`config.mk`:
```
export PLATFORM = sky130hd
export DESIGN_NAME = bitty_exec_ctrl
export DESIGN_NICKNAME = d
export VERILOG_FILES = /design/src/rtl/bitty_ctrl_pkg.sv /design/src/rtl/bitty_exec_watchdog.sv /design/src/rtl/bitty_exec_ctrl.sv
export SDC_FILE = /design/constraint.sdc
export NUM_CORES = 1
export LEC_CHECK = 0
export BUFFER_PORTS_ARGS = -buffer_cell sky130_fd_sc_hd__buf_2
export CAP_MARGIN = 20
export CORE_ASPECT_RATIO = 1.75
export CORE_UTILIZATION = 50
export CTS_CLUSTER_DIAMETER = 120
export CTS_CLUSTER_SIZE = 20
export DETAILED_ROUTE_END_ITERATION = 10
export PLACE_DENSITY = 0.73
export SLEW_MARGIN = 20
export SYNTH_ARGS = -nofsm -noshare
export SYNTH_HDL_FRONTEND = slang
export SYNTH_SLANG_ARGS = --single-unit
export TNS_END_PERCENT = 5
```
`constraint.sdc`:
```
create_clock -name clk -period 2.1 [get_ports clk]
set_input_delay 0.63 -clock clk [delete_from_list [all_inputs] [get_ports clk]]
set_output_delay 0.63 -clock clk [all_outputs]
set_load 0.1 [all_outputs]
```
`src/rtl/bitty_ctrl_pkg.sv`:
```
// Shared types and constants for the bitty execution controller.
// Pure declarations: no latency, no flow control.
package bitty_ctrl_pkg;

    localparam int ADDR_W_DEF  = 8;
    localparam int INSTR_W_DEF = 16;
    localparam int COUNT_W     = 16;
    localparam int WDOG_W      = 8;
    localparam int LAT_W       = 3;

    typedef enum logic [2:0] {
        S_IDLE   = 3'd0,
        S_FETCH  = 3'd1,
        S_ISSUE  = 3'd2,
        S_EXEC   = 3'd3,
        S_UPDATE = 3'd4,
        S_HALT   = 3'd5,
        S_ERR    = 3'd6
    } state_e;

    function automatic logic [COUNT_W-1:0] sat_inc(input logic [COUNT_W-1:0] v);
        return (v == {COUNT_W{1'b1}}) ? v : v + 1'b1;
    endfunction

endpackage

```
`src/rtl/bitty_exec_watchdog.sv`:
```
// Counts EXEC cycles without a done and flags the cycle on which TIMEOUT is reached.
// expired_o is combinational from the count; no flow control.
module bitty_exec_watchdog
    import bitty_ctrl_pkg::*;
#(
    parameter int TIMEOUT = 255
) (
    input  logic clk,
    input  logic rst_n,
    input  logic clr_i,
    input  logic en_i,
    output logic expired_o
);

    localparam logic [WDOG_W-1:0] LAST = WDOG_W'(TIMEOUT - 1);

    logic [WDOG_W-1:0] cnt_q;

    always_ff @(posedge clk or negedge rst_n) begin
        if (!rst_n) begin
            cnt_q <= '0;
        end else if (clr_i) begin
            cnt_q <= '0;
        end else if (en_i) begin
            cnt_q <= cnt_q + 1'b1;
        end
    end

    // The increment that would land on TIMEOUT is the expiring cycle.
    assign expired_o = en_i && (cnt_q == LAST);

endmodule

```
`src/rtl/bitty_exec_ctrl.sv`:
```
// Fetch/issue/retire sequencer: owns the PC, latches instructions, pulses cpu_run, waits for done.
// 3 + MEM_LAT cycles per instruction minimum; stalls in EXEC until cpu_done or watchdog expiry.
module bitty_exec_ctrl
    import bitty_ctrl_pkg::*;
#(
    parameter int ADDR_W  = ADDR_W_DEF,
    parameter int INSTR_W = INSTR_W_DEF,
    parameter int MEM_LAT = 1,
    parameter int TIMEOUT = 255
) (
    input  logic               clk,
    input  logic               rst_n,
    input  logic               start,
    input  logic               step_mode,
    input  logic               step,
    input  logic               halt_req,
    input  logic               clr_err,
    input  logic [INSTR_W-1:0] instr_in,
    input  logic [ADDR_W-1:0]  new_pc_in,
    input  logic               cpu_done,
    output logic [ADDR_W-1:0]  pc_addr,
    output logic [INSTR_W-1:0] cpu_instr,
    output logic               cpu_run,
    output logic               busy,
    output logic               halted,
    output logic               timeout_err,
    output logic [COUNT_W-1:0] instr_count
);

    localparam logic [LAT_W-1:0] LAT_LAST = LAT_W'(MEM_LAT - 1);

    state_e             state_q, state_d;
    logic [ADDR_W-1:0]  pc_q, pc_d;
    logic [INSTR_W-1:0] instr_q, instr_d;
    logic [LAT_W-1:0]   lat_q, lat_d;
    logic [COUNT_W-1:0] cnt_q, cnt_d;
    logic               err_q, err_d;
    logic               run_q, run_d;
    logic               busy_q, busy_d;
    logic               halted_q, halted_d;
    logic               wd_en, wd_clr, wd_expired;

    assign wd_clr = (state_q == S_ISSUE);
    assign wd_en  = (state_q == S_EXEC) && !cpu_done;

    bitty_exec_watchdog #(
        .TIMEOUT (TIMEOUT)
    ) u_wdog (
        .clk       (clk),
        .rst_n     (rst_n),
        .clr_i     (wd_clr),
        .en_i      (wd_en),
        .expired_o (wd_expired)
    );

    always_comb begin
        state_d = state_q;
        pc_d    = pc_q;
        instr_d = instr_q;
        lat_d   = lat_q;
        cnt_d   = cnt_q;
        err_d   = err_q;
        unique case (state_q)
            S_IDLE: begin
                if (halt_req) begin
                    state_d = S_HALT;
                end else if ((!step_mode && start) || (step_mode && step)) begin
                    state_d = S_FETCH;
                end
            end
            S_FETCH: begin
                if (lat_q == LAT_LAST) begin
                    instr_d = instr_in;
                    lat_d   = '0;
                    state_d = S_ISSUE;
                end else begin
                    lat_d = lat_q + 1'b1;
                end
            end
            S_ISSUE: state_d = S_EXEC;
            S_EXEC: begin
                // Done is checked first so a done on the expiring cycle still retires.
                if (cpu_done) begin
                    state_d = S_UPDATE;
                end else if (wd_expired) begin
                    state_d = S_ERR;
                    err_d   = 1'b1;
                end
            end
            S_UPDATE: begin
                pc_d  = new_pc_in;
                cnt_d = sat_inc(cnt_q);
                if (halt_req) begin
                    state_d = S_HALT;
                end else if (step_mode) begin
                    state_d = S_IDLE;
                end else if (start) begin
                    state_d = S_FETCH;
                end else begin
                    state_d = S_IDLE;
                end
            end
            S_HALT: begin
                if (!halt_req) begin
                    state_d = S_IDLE;
                end
            end
            S_ERR: begin
                if (clr_err) begin
                    state_d = S_IDLE;
                    err_d   = 1'b0;
                end
            end
            default: state_d = S_IDLE;
        endcase
        // Outputs are decoded from the next state so they register alongside it.
        run_d    = (state_d == S_ISSUE);
        busy_d   = state_d inside {S_FETCH, S_ISSUE, S_EXEC, S_UPDATE};
        halted_d = (state_d == S_HALT);
    end

    always_ff @(posedge clk or negedge rst_n) begin
        if (!rst_n) begin
            state_q  <= S_IDLE;
            pc_q     <= '0;
            instr_q  <= '0;
            lat_q    <= '0;
            cnt_q    <= '0;
            err_q    <= 1'b0;
            run_q    <= 1'b0;
            busy_q   <= 1'b0;
            halted_q <= 1'b0;
        end else begin
            state_q  <= state_d;
            pc_q     <= pc_d;
            instr_q  <= instr_d;
            lat_q    <= lat_d;
            cnt_q    <= cnt_d;
            err_q    <= err_d;
            run_q    <= run_d;
            busy_q   <= busy_d;
            halted_q <= halted_d;
        end
    end

    assign pc_addr     = pc_q;
    assign cpu_instr   = instr_q;
    assign cpu_run     = run_q;
    assign busy        = busy_q;
    assign halted      = halted_q;
    assign timeout_err = err_q;
    assign instr_count = cnt_q;

endmodule

```
==> results of run 1 <==
## area by class of cell
cell class	instances	area (um2)
Clock buffer	12	155
Clock inverter	4	50.0
Fill cell	414	1680
Inverter	5	18.8
Multi-Input combinational cell	149	1120
Sequential cell	58	1480
Tap cell	54	67.6
Timing Repair Buffer	84	455
## logic make-up (layout without fill, tap and decap cells)
kind of cell               Yosys count  in the layout
xor gates and xnor gates            20             20
DFF                                 58             58
buffers and inverters               12            105
adders and majority gates            5              5
muxes                               27             27
AOI/OAI and AO/OA                   17             17
and+or+nand+nor                     80             80
## stage by stage
| step | utilization (%) | cells | hold slack [ns] |
|---|---|---|---|
| 2_1_floorplan | - | 219 | 0.334 |
| 3_3_place_gp | 62.4 | 350 | 0.466 |
| 3_5_place_dp | 62.4 | 350 | 0.470 |
| 4_1_cts | 66.5 | 366 | 0.300 |
| 5_1_grt | 66.5 | 366 | 0.316 |
| 6_report | 66.5 | 366 | 0.287 |
## sequential cells by signal, summed over array words and instances (netlist names)
register / count
cpu_instr: 16
instr_count: 16
pc_addr: 8
u_wdog.cnt_q: 8
lat_q: 3
state_q: 3
busy: 1
cpu_run: 1
halted: 1
timeout_err: 1
## metal layers
| metal | vias up | global-route usage [%] | wire (um) |
|---|---|---|---|
| li1 | 951 | - | - |
| met1 | 968 | 22.3 | 1930 |
| met2 | 57 | 34.2 | 2740 |
| met3 | 15 | 3.44 | 206 |
| met4 | 0 | 15.6 | 198 |
| met5 | - | 0 | 0 |
## worst register-to-register path, stage by stage, from the launching register on
cell	delay [ns]
dfrtp_4	0.45
ha_1	0.27
nand2_1	0.08
or4_4	0.56
nor3_1	0.24
xor2_1	0.16
## worst paths after layout
check,start,end,slack (ns),depth (start not counted)
worst max-delay path,instr_count[0],instr_count[0],0.24,1
worst min-delay path,rst_n,pc_addr[0],0.29,2
worst max register to register,instr_count[0],instr_count[14],0.27,5
worst min register to register,instr_count[4],instr_count[4],0.48,1
max in group asynchronous,rst_n,instr_count[1],1.54,2
min in group clk,instr_count[4],instr_count[4],0.48,1
## layout by cell type (no fill, tap or decap), types with 6 or more instances in the layout
master / n
buf_2: 75
dfrtp_2: 13
nand2_1: 15
nand4_1: 8
nor3_1: 6
xor2_1: 17
nand3_1: 8
buf_4: 8
mux2_2: 27
nor3b_1: 6
nor2_1: 13
dfrtp_1: 43
clkbuf_8: 11
==> reports/qor.yml, run 1 <==
status:
  status: "finished with violations"
  failed_checks: "DRC"
synth:
  synth_mux_area_share_pct: 11.6
  synth_compound_area_share_pct: 4.25
  synthDistinctLibCells: 39
  yosysWarnings: 0
  synth_fa_ha_area_share_pct: 2.39
  avgSynthCellArea_um2: 12.0
  async_flop_share_pct: 100
  synth-simple-area-share_pct: 17.7
  ys_seq_area_share_pct: 55.3
  synthXorXnorAreaFrac_pct: 6.68
  synth_largest_area_cell: "dfrtp_1"
  synth_edf_count: 0
  synth_most_common_cell: "dfrtp_1"
  synth_ff_type: "dfrtp_1"
  syn_inst: 219
  yosys-top-cells-count: "dfrtp_1, mux2_2, xor2_1, nand2_1, nor2_1"
  synthesis.area_mm2: 0.00262
  synth_seq_cells: 58
  synth_area_leaders: "dfrtp_1, mux2_2, xor2_1"
  synth_nets: 256
  synth_top_family_by_area: "simple AND/OR/NAND/NOR gates"
  synth_top_area_share_pct: 55.3
sta:
  max_freq_ghz: 0.536
  rsz0062_at_grt: "no"
  period_minus_slack_ns: 1.86
  tightest_slew_ns: 0.505
  setup-tns-final_ns: 0
  setup_viol: 0
  skew_ns: 0.00798
  period_share_pct: 88.8
  layout_setup_ws_ns: 0.236
  hold_viol: 0
  slew_violations: 0
  relSlewSlack_pct: 66.1
grt:
  grt.overflow.total: 0
  grt_pass1_wl_um: 8550
  grt_max_degree: 59
  grt_pass1_vias: 1965
  grt_usage_pct: 20.3
  antenna_found_initial: 0
routing:
  ant_nets: 0
  drtPass1Iterations: 7
  wl_per_cell_um: 13.9
  finalWirelength_um: 5080
  vias: 1991
  route.detailed.drc: 9
  drt_iter0_markers: 60
  viasPerCell: 5.44
clock_network:
  h-tree-depth: 3
  ctsResizeCount: 0
  hold_buffers: 0
  cts_tree: "yes"
  cts-root-buf: "clkbuf_8"
  cts_sinks: 58
  worstSkewPairLatency_ns: 0.33
  cts_buffer_depth: 2
  post-cts-setup-buffers: 0
  cts_buffers: 9
  cts.clk_slew.worst_paths_ns: 0.06
placed_design:
  placed_cell_area_mm2: 0.00313
  dp_slack_ns: 0.280
  place.port_buffers: 75
  place.gp.congestion: 0.776
  hpwl_um: 3720
critical_path:
  path_cells: "buf_2"
  arrival_ns: 1.23
  cp-start-kind: "flip-flop"
  cp_slowest_stage_delay_ns: 0.45
  crit_fanout: 7
  criticalPathCategory: "flip-flop to primary output"
  worst_path_max_delay_cell: "dfrtp_4"
  end_kind: "primary output"
  cp.buffers_inverters: 1
  cpLargestDelayFamily: "flip-flops"
  worstPathRequired_ns: 1.47
flow_run:
  cap_violations: 0
floorplanning:
  initial_utilization_pct: 52.2
  ios: 76
  fp-row-count: 34
  dieHeight_um: 97.8
  coreArea_mm2: 0.00502
  dieArea_mm2: 0.00555
  die_w_um: 56.7
final_layout:
  syn_to_final_growth_pct: 27.3
  final_layout_size_suffix_gt1_share_pct: 46.2
  antenna_cells: 0
  nNetsFinal: 344
  fin_area_mm2: 0.00334
worst_hold_path:
  hp-class: "input pin to asynchronous set/reset pin"
Power of run 1 is not shown: default switching activity piles up to over one toggle a cycle in this logic, so the estimate is an artifact.
==> run 2, diff against run 1 <==
--- a/config.mk
+++ b/config.mk
@@ -7,12 +7,14 @@
 export LEC_CHECK = 0
 export BUFFER_PORTS_ARGS = -buffer_cell sky130_fd_sc_hd__buf_2
 export CAP_MARGIN = 20
+export CELL_PAD_IN_SITES_DETAIL_PLACEMENT = 1
+export CELL_PAD_IN_SITES_GLOBAL_PLACEMENT = 1
 export CORE_ASPECT_RATIO = 1.75
-export CORE_UTILIZATION = 50
+export CORE_UTILIZATION = 40
 export CTS_CLUSTER_DIAMETER = 120
 export CTS_CLUSTER_SIZE = 20
 export DETAILED_ROUTE_END_ITERATION = 10
-export PLACE_DENSITY = 0.73
+export PLACE_DENSITY = 0.75
 export SLEW_MARGIN = 20
 export SYNTH_ARGS = -nofsm -noshare
 export SYNTH_HDL_FRONTEND = slang
==> run 2 against run 1 <==
The flow now finishes without violations. Sequential cell count stayed put. First-iteration DRC count grew 33%. Via count is 2.0% higher. Maximum frequency decreased by 0.57%. Wire length is 19% higher. Largest cell class unchanged. Highest routed layer unchanged. Critical endpoint is now instr_count[7]. Utilization decreased by 13 points. Final area down 0.15%. Sequential share of layout area increased by 0.066 points. Non-clock buffer count rose by 1. Register-to-register slack worse by 0.03 ns. Worst hold slack lost 0.014 ns. Final cell count increased by 7.4%.
==> reports/qor.yml, run 2 (synthesized netlist as in run 1, its figures left out) <==
sta:
  hold_viol: 0
  period_minus_slack_ns: 1.88
  tightest_slew_ns: 0.509
  slew_violations: 0
  relSlewSlack_pct: 66.3
  setup-tns-final_ns: 0
  max_freq_ghz: 0.533
  skew_ns: 0.00878
  period_share_pct: 89.3
  setup_viol: 0
  rsz0062_at_grt: "no"
grt:
  antenna_found_initial: 0
  grt_usage_pct: 19.7
  grt_max_degree: 59
  grt_pass1_wl_um: 10000
  grt.overflow.total: 0
  grt_pass1_vias: 2128
final_layout:
  final_layout_size_suffix_gt1_share_pct: 44.7
  mostFrequentLayoutCell: "buf_2"
  nNetsFinal: 345
  syn_to_final_growth_pct: 27.1
  layout_common_cells: "buf_2, dfrtp_1, mux2_2, xor2_1, nand2_1"
  antenna_cells: 0
routing:
  vias: 2030
  route.detailed.drc: 0
  ant_nets: 0
  viasPerCell: 5.17
  wl_per_cell_um: 15.4
  drtPass1Iterations: 4
  drt_iter0_markers: 80
  finalWirelength_um: 6040
clock_network:
  worstSkewPairLatency_ns: 0.34
  cts_sinks: 58
  cts.clk_slew.worst_paths_ns: 0.07
  cts-root-buf: "clkbuf_8"
  hold_buffers: 0
  ctsResizeCount: 0
  cts_buffer_depth: 2
  cts_buffers: 9
  post-cts-setup-buffers: 0
  cts_tree: "yes"
  h-tree-depth: 3
critical_path:
  cpLargestDelayFamily: "flip-flops"
  worstPathRequired_ns: 1.47
  criticalPathCategory: "flip-flop to primary output"
  arrival_ns: 1.25
  cp_slowest_stage_delay_ns: 0.45
  path_cells: "buf_2"
  worst_path_max_delay_cell: "dfrtp_2"
  end_kind: "primary output"
  cp-start-kind: "flip-flop"
  cp.buffers_inverters: 1
  crit_fanout: 9
floorplanning:
  fp-row-count: 38
  dieHeight_um: 109
  ios: 76
  coreArea_mm2: 0.00628
  die_w_um: 63.2
  dieArea_mm2: 0.00690
  initial_utilization_pct: 41.8
placed_design:
  place.gp.congestion: 0.778
  place.port_buffers: 75
  hpwl_um: 4560
flow_run:
  cap_violations: 0
status:
  status: "complete, no violations"
worst_hold_path:
  hp-class: "input pin to asynchronous set/reset pin"
run 2: cell count changes in the layout (fill, tap and decap cells not counted), sizes merged:
cell and change:
clkbuf +4, bufinv -1, clkinv -1, clkinvlp -2
buf +1
run 2: area by class of cell:
cell class                 instances  area (um2)
tap                               80         100
inverter                           5        18.8
fill                             737        2940
multi-input combinational        149        1120
clock buffer                      16         160
timing repair buffer              85         463
sequential                        58        1480
run 2: path summary, 6_finish.rpt:
| check | startpoint | end | slack [ns] | cells after the start |
|---|---|---|---|---|
| setup reg to reg | instr_count[0] | instr_count[12] | 0.24 | 5 |
| hold reg to reg | instr_count[4] | instr_count[4] | 0.49 | 1 |
| min in group clk | instr_count[4] | instr_count[4] | 0.49 | 1 |
| setup / recovery | instr_count[7] | instr_count[7] | 0.22 | 1 |
| hold / removal | rst_n | u_wdog.cnt_q[1] | 0.27 | 2 |
| max in group asynchronous | rst_n | instr_count[14] | 1.53 | 2 |
run 2: through the flow:
step                setup WS [ns]  std cells  hold slack (ns)  instance area [um2]  utilization [%]
floorplan                 0.00577        219            0.334                 2650                -
global placement            0.306        377            0.477                 3170             50.6
detailed placement          0.238        377            0.480                 3170             50.6
CTS                         0.200        393            0.284                 3330             53.1
global route                0.112        393            0.304                 3330             53.1
finish                      0.225        393            0.273                 3330             53.1
run 2: layer usage:
metal / global-route usage (%) / share of wire [%]
met4: 11.4 / 2.4
met2: 36.9 / 59
met1: 18.9 / 36
met3: 5.44 / 3.0
met5: 0 / 0
Power of run 2 is left out for the same reason.
